**src/rtl/crc_pkg.sv**
```systemverilog
// Shared CRC-16-ANSI definitions: polynomial, init value, one-bit update and TX states.
package crc_pkg;

    localparam int              CRC_W           = 16;
    localparam logic [CRC_W-1:0] CRC16_ANSI_POLY = 16'h8005;
    localparam logic [CRC_W-1:0] CRC16_INIT      = 16'h0000;

    typedef enum logic [1:0] {
        IDLE,
        DATA,
        CRC
    } tx_state_t;

    // One serial bit into a non-reflected CRC-16-ANSI register.
    // Poly bit 0 is supplied by the feedback bit shifted in at the bottom.
    function automatic logic [CRC_W-1:0] crc16_ansi_next(input logic [CRC_W-1:0] crc,
                                                         input logic             din);
        logic fb;
        fb = crc[CRC_W-1] ^ din;
        return {crc[CRC_W-2:0], fb} ^ (fb ? {CRC16_ANSI_POLY[CRC_W-1:1], 1'b0} : '0);
    endfunction

endpackage

```
**src/rtl/crc_16_ansi_lfsr.sv**
```systemverilog
// One-bit-per-cycle CRC-16-ANSI register with synchronous clear.
import crc_pkg::*;

module crc_16_ansi_lfsr (
    input  logic             clk_i,
    input  logic             rst_i,
    input  logic             clr_i,
    input  logic             en_i,
    input  logic             bit_i,
    output logic [CRC_W-1:0] crc_o
);

    logic [CRC_W-1:0] crc_q;

    // Clear restarts from the init value; a bit presented with clear is folded in at once.
    always_ff @(posedge clk_i or posedge rst_i) begin
        if (rst_i) begin
            crc_q <= CRC16_INIT;
        end else if (en_i) begin
            crc_q <= crc16_ansi_next(clr_i ? CRC16_INIT : crc_q, bit_i);
        end else if (clr_i) begin
            crc_q <= CRC16_INIT;
        end
    end

    assign crc_o = crc_q;

endmodule

```
**src/rtl/crc_16_frame_tx.sv**
```systemverilog
// Serialises one parallel word per frame LSB-first, then appends its CRC-16-ANSI MSB-first.
//
//   state | meaning
//   ------+------------------------------------------------------------
//   IDLE  | ready_o high, waiting for data_val_i; serial outputs low
//   DATA  | shifting payload bits out, CRC absorbing each emitted bit
//   CRC   | shifting the frozen CRC out, crc[15] first, crc[0] last
import crc_pkg::*;

module crc_16_frame_tx #(
    parameter int DATA_W = 16,
    parameter int MOD_W  = $clog2(DATA_W)
) (
    input  logic              clk_i,
    input  logic              rst_i,
    input  logic [DATA_W-1:0] data_i,
    input  logic [MOD_W-1:0]  data_mod_i,
    input  logic              data_val_i,
    output logic              ready_o,
    output logic              ser_data_o,
    output logic              ser_data_val_o,
    output logic              ser_crc_o,
    output logic              ser_last_o,
    output logic              busy_o
);

    // Counter spans both the payload and the 16 CRC bits; equals $clog2(DATA_W)+1 for DATA_W >= 16.
    localparam int CNT_W = ($clog2(DATA_W) > $clog2(CRC_W)) ? $clog2(DATA_W) + 1 : $clog2(CRC_W) + 1;
    localparam int IDX_W = $clog2(CRC_W);

    tx_state_t        state;
    logic [DATA_W-1:0] sh;
    logic [CNT_W-1:0]  cnt;
    logic [CRC_W-1:0]  crc;
    logic [IDX_W-1:0]  crc_idx;
    logic              accept;
    logic              lfsr_en;
    logic              lfsr_bit;

    assign accept   = (state == IDLE) && ready_o && data_val_i;
    // The CRC absorbs each payload bit on the same edge that puts it on ser_data_o,
    // so the final CRC is already settled when the CRC phase starts.
    assign lfsr_en  = accept || ((state == DATA) && (cnt != '0));
    assign lfsr_bit = accept ? data_i[0] : sh[0];
    assign crc_idx  = IDX_W'(cnt - CNT_W'(1));

    crc_16_ansi_lfsr u_lfsr (
        .clk_i (clk_i),
        .rst_i (rst_i),
        .clr_i (accept),
        .en_i  (lfsr_en),
        .bit_i (lfsr_bit),
        .crc_o (crc)
    );

    // Frame sequencer: payload shift register, shared down-counter and registered outputs.
    always_ff @(posedge clk_i or posedge rst_i) begin
        if (rst_i) begin
            state          <= IDLE;
            sh             <= '0;
            cnt            <= '0;
            ready_o        <= 1'b0;
            ser_data_o     <= 1'b0;
            ser_data_val_o <= 1'b0;
            ser_crc_o      <= 1'b0;
            ser_last_o     <= 1'b0;
            busy_o         <= 1'b0;
        end else begin
            case (state)
                IDLE: begin
                    if (accept) begin
                        state          <= DATA;
                        sh             <= data_i >> 1;
                        cnt            <= (data_mod_i == '0) ? CNT_W'(DATA_W - 1)
                                                             : CNT_W'(data_mod_i) - CNT_W'(1);
                        ready_o        <= 1'b0;
                        ser_data_o     <= data_i[0];
                        ser_data_val_o <= 1'b1;
                        busy_o         <= 1'b1;
                    end else begin
                        ready_o <= 1'b1;
                    end
                end
                DATA: begin
                    if (cnt == '0) begin
                        state      <= CRC;
                        cnt        <= CNT_W'(CRC_W - 1);
                        ser_data_o <= crc[CRC_W-1];
                        ser_crc_o  <= 1'b1;
                    end else begin
                        sh         <= sh >> 1;
                        cnt        <= cnt - CNT_W'(1);
                        ser_data_o <= sh[0];
                    end
                end
                CRC: begin
                    if (cnt == '0) begin
                        state          <= IDLE;
                        ready_o        <= 1'b1;
                        ser_data_o     <= 1'b0;
                        ser_data_val_o <= 1'b0;
                        ser_crc_o      <= 1'b0;
                        ser_last_o     <= 1'b0;
                        busy_o         <= 1'b0;
                    end else begin
                        cnt        <= cnt - CNT_W'(1);
                        ser_data_o <= crc[crc_idx];
                        ser_last_o <= (cnt == CNT_W'(1));
                    end
                end
                default: begin
                    state <= IDLE;
                end
            endcase
        end
    end

endmodule

```
**config.mk**
```make
export PLATFORM = sky130hd
export DESIGN_NAME = crc_16_frame_tx
export DESIGN_NICKNAME = d
export VERILOG_FILES = /design/src/rtl/crc_pkg.sv /design/src/rtl/crc_16_ansi_lfsr.sv /design/src/rtl/crc_16_frame_tx.sv
export SDC_FILE = /design/constraint.sdc
export NUM_CORES = 1
export LEC_CHECK = 0
export ABC_AREA = 1
export CORE_ASPECT_RATIO = 1.75
export CORE_MARGIN = 1
export CORE_UTILIZATION = 50
export CTS_BUF_LIST = sky130_fd_sc_hd__clkbuf_8
export DETAILED_ROUTE_END_ITERATION = 6
export HOLD_SLACK_MARGIN = 0.05
export PLACE_DENSITY = 0.8
export SYNTH_ARGS = -nofsm -noshare
export SYNTH_HDL_FRONTEND = slang
export SYNTH_SLANG_ARGS = --single-unit
```
**constraint.sdc**
```tcl
create_clock -name clk_i -period 2 [get_ports clk_i]
set_input_delay 0.4 -clock clk_i [delete_from_list [all_inputs] [get_ports clk_i]]
set_output_delay 0.4 -clock clk_i [all_outputs]
set_load 0.02 [all_outputs]
```
==> flow_summary_export.csv <==
group,metric,value,unit
floorplanning,fp.dieW,55.8,µm
floorplanning,ios,29,
placed_design,dp_hpwl,3870,µm
clocking,clock-root-buffer,"clkbuf_8",
floorplanning,core_area,4790,µm²
timing,tns,0,ps
global_routing,track_usage,0.220,
timing,hold_viol,0,
finish,final.fill_count,397,
critical_path,cp_slowest_cell,"dfrtp_1",
yosys,yosys.cell_count.top_type,"nand2_1",
critical_path,path_cells,"inv_1, ha_1, inv_2, nand2_1, nor2_1, nor2_4, nor2_1, a31oi_1",
yosys,yosysWarningCount,0,
finish,multiInputGateArea,1200,µm²
floorplanning,die-area,5360,µm²
clocking,post_cts_resized,0,
timing,min_period,1830,ps
yosys,syn_area_per_cell,8.11,µm²
worst_hold_path,min_path_type,"input port to asynchronous set/reset pin",
placed_design,place_congestion,0.879,
clocking,clk_pin_slew_worst_paths,90,ps
job,drv_cap,0,
critical_path,required,2200,ps
yosys,netlist_area,2530,µm²
routing,dr.pass1.iters,4,
global_routing,overflow,0,
yosys,synth-seq-cells,43,
clocking,ctsHoldBuffers,0,
finish,area_growth_syn_to_layout,17.6,%
critical_path,critPathMaxFanout,10,
yosys,synthFlopType,"dfrtp_1",
routing,wl_per_cell,13.5,µm
timing,setup_violations,0,
finish,fin_nets,375,
clocking,clock_latency,300,ps
clocking,htreeDepth,2,
placed_design,dp.cells,387,
timing,hold_ws,433,ps
finish,final_cells,395,
floorplanning,fp.dieH,96.1,µm
finish,antenna_cells,0,
timing,clock.fmax,546,MHz
routing,drt_iter0_markers,70,
yosys,synth_top_area_frac,0.425,
yosys,mappedNetlistNets,345,
critical_path,crit_type,"flop to flop",
routing,viasPerCell,5.46,
critical_path,start_kind,"flop",
yosys,synth-edff-count,0,
timing,worst_pin_slew,364,ps
power,cellPowerDensity,1810,nW/µm²
finish,seq_area,1080,µm²
global_routing,grt_pass1_wl,9270,µm
timing,slew_viol_final,0,
critical_path,end_kind,"flop",
critical_path,critPathArrivalTime,2030,ps
yosys,synthTopCellsByCount,"nand2_1 (80), dfrtp_1 (43), inv_1 (40)",
clocking,clkSinkCount,43,
finish,design_area,2980,µm²
yosys,yosys.area.top_type,"dfrtp_1",
clocking,cts_tree,"built",
timing,slew_headroom,0.757,
clocking,cts_made_buffers,5,
global_routing,grt_pass1_vias,2202,
finish,drive_above_1_share,0.125,
routing,remaining_drc_errors,0,
placed_design,port_buffers,28,
critical_path,ff2ff_setup_slack,170,ps
floorplanning,rows,33,
routing,ant_nets,0,
critical_path,cp_common_cell,"nor2_1",
yosys,ys_types,34,
routing,wirelength,5320,µm
yosys,seq_area_frac_synth,0.425,
clocking,cts_setup_buffers,0,
global_routing,antenna_found_initial,0,
placed_design,place_area,2860,µm²
timing,period_share,0.916,
finish,final_core_util,0.621,
timing,skew,14.0,ps
floorplanning,initial_core_util,0.528,
power,cellLeakagePower,1.45,nW
routing,num_vias,2158,
yosys,async_flop_share,1.00,
timing,rsz0062_at_grt,"false",
run_status,outcome,"completed",
yosys,netlist_top_cells_area,"dfrtp_1 (43%), nand2_1 (12%), inv_1 (5.9%)",
power,vdd.ir_drop.worst,1280,µV
global_routing,grt_max_degree,44,
clocking,cts_buffer_depth,2,
yosys,syn_inst,312,
critical_path,slowest_delay,410,ps
## metrics by stage
step | power [mW] | setup slack [ps]
2_1_floorplan | 4.03 | 202
3_3_place_gp | 4.57 | 149
3_5_place_dp | 4.65 | 102
4_1_cts | 5.38 | 194
5_1_grt | 5.84 | 54.1
6_report | 5.39 | 167
## layout by cell type (no fill, tap or decap), types with 3 or more instances in the layout
cell type	netlist	layout
nand2_1	80	80
inv_2	3	3
o31ai_1	3	3
o21ai_0	28	28
buf_4	1	6
a21oi_1	10	10
o211ai_1	4	4
ha_1	10	10
nand3_1	25	25
dfrtp_1	43	43
o21ai_2	8	8
a31oi_1	3	3
inv_1	40	40
nor2_1	11	11
nand4_1	4	4
clkbuf_8	0	6
clkdlybuf4s50_1	0	28
o211ai_2	7	7
o21ai_1	4	4
## cells by family (layout without fill, tap and decap cells)
group / after synthesis / in the layout / share of synthesized area
XOR/XNOR: 2 / 2 / 0.00693
buffers and inverters: 56 / 87 / 0.0989
AO/OA/AOI/OAI: 72 / 72 / 0.194
AND/OR/NAND/NOR: 129 / 129 / 0.226
adder cells (fa/ha/maj): 10 / 10 / 0.0495
flip-flops: 43 / 43 / 0.425
## path summary, 6_finish.rpt
check | depth (start not counted) | to | startpoint
min in group clk_i | 2 | ser_last_o | ser_last_o
worst max-delay path | 8 | cnt[3] | state[1]
worst max register to register | 8 | cnt[3] | state[1]
worst min-delay path | 3 | state[0] | rst_i
worst min register to register | 2 | ser_last_o | ser_last_o
max in group asynchronous | 3 | u_lfsr.crc_o[6] | rst_i
## sequential cells by signal (all words and copies together) (netlist names)
signal and flops:
sh 15, ser_last_o 1, state 2, ready_o 1, ser_crc_o 1, u_lfsr.crc_o 16, cnt 5, busy_o 1
ser_data_o 1
## worst max-delay path, delay by kind of cell, from the launching register on
family	cells	cell delay [ps]
fa+ha+maj	1	390
buf+inv	2	240
compound gates	1	210
simple gates	4	490
flops	1	410
## report_power, final
group	total [mW]	leakage [nW]	internal [mW]	switching, mW
Sequential	1.47	0.545	1.26	0.211
Clock	0.714	0.0612	0.404	0.309
Combinational	3.21	0.846	1.15	2.05
Total	5.39	1.45	2.81	2.58
## routing by layer
| layer | part of all wire | routed length (µm) | global-route usage |
|---|---|---|---|
| met5 | 0 | 0 | 0 |
| met4 | 0.036 | 189 | 0.133 |
| met3 | 0.027 | 146 | 0.0296 |
| met2 | 0.52 | 2770 | 0.412 |
| met1 | 0.42 | 2210 | 0.233 |
## final cells by class
type	count	share of cell area
multi-input cells	213	0.405
flip-flops and latches	43	0.362
repair buffers	35	0.116
inverters	44	0.0564
clock buffers	6	0.0278
well taps	52	0.0219
clock inverters	2	0.0118
(Power assumes the default switching activity.)
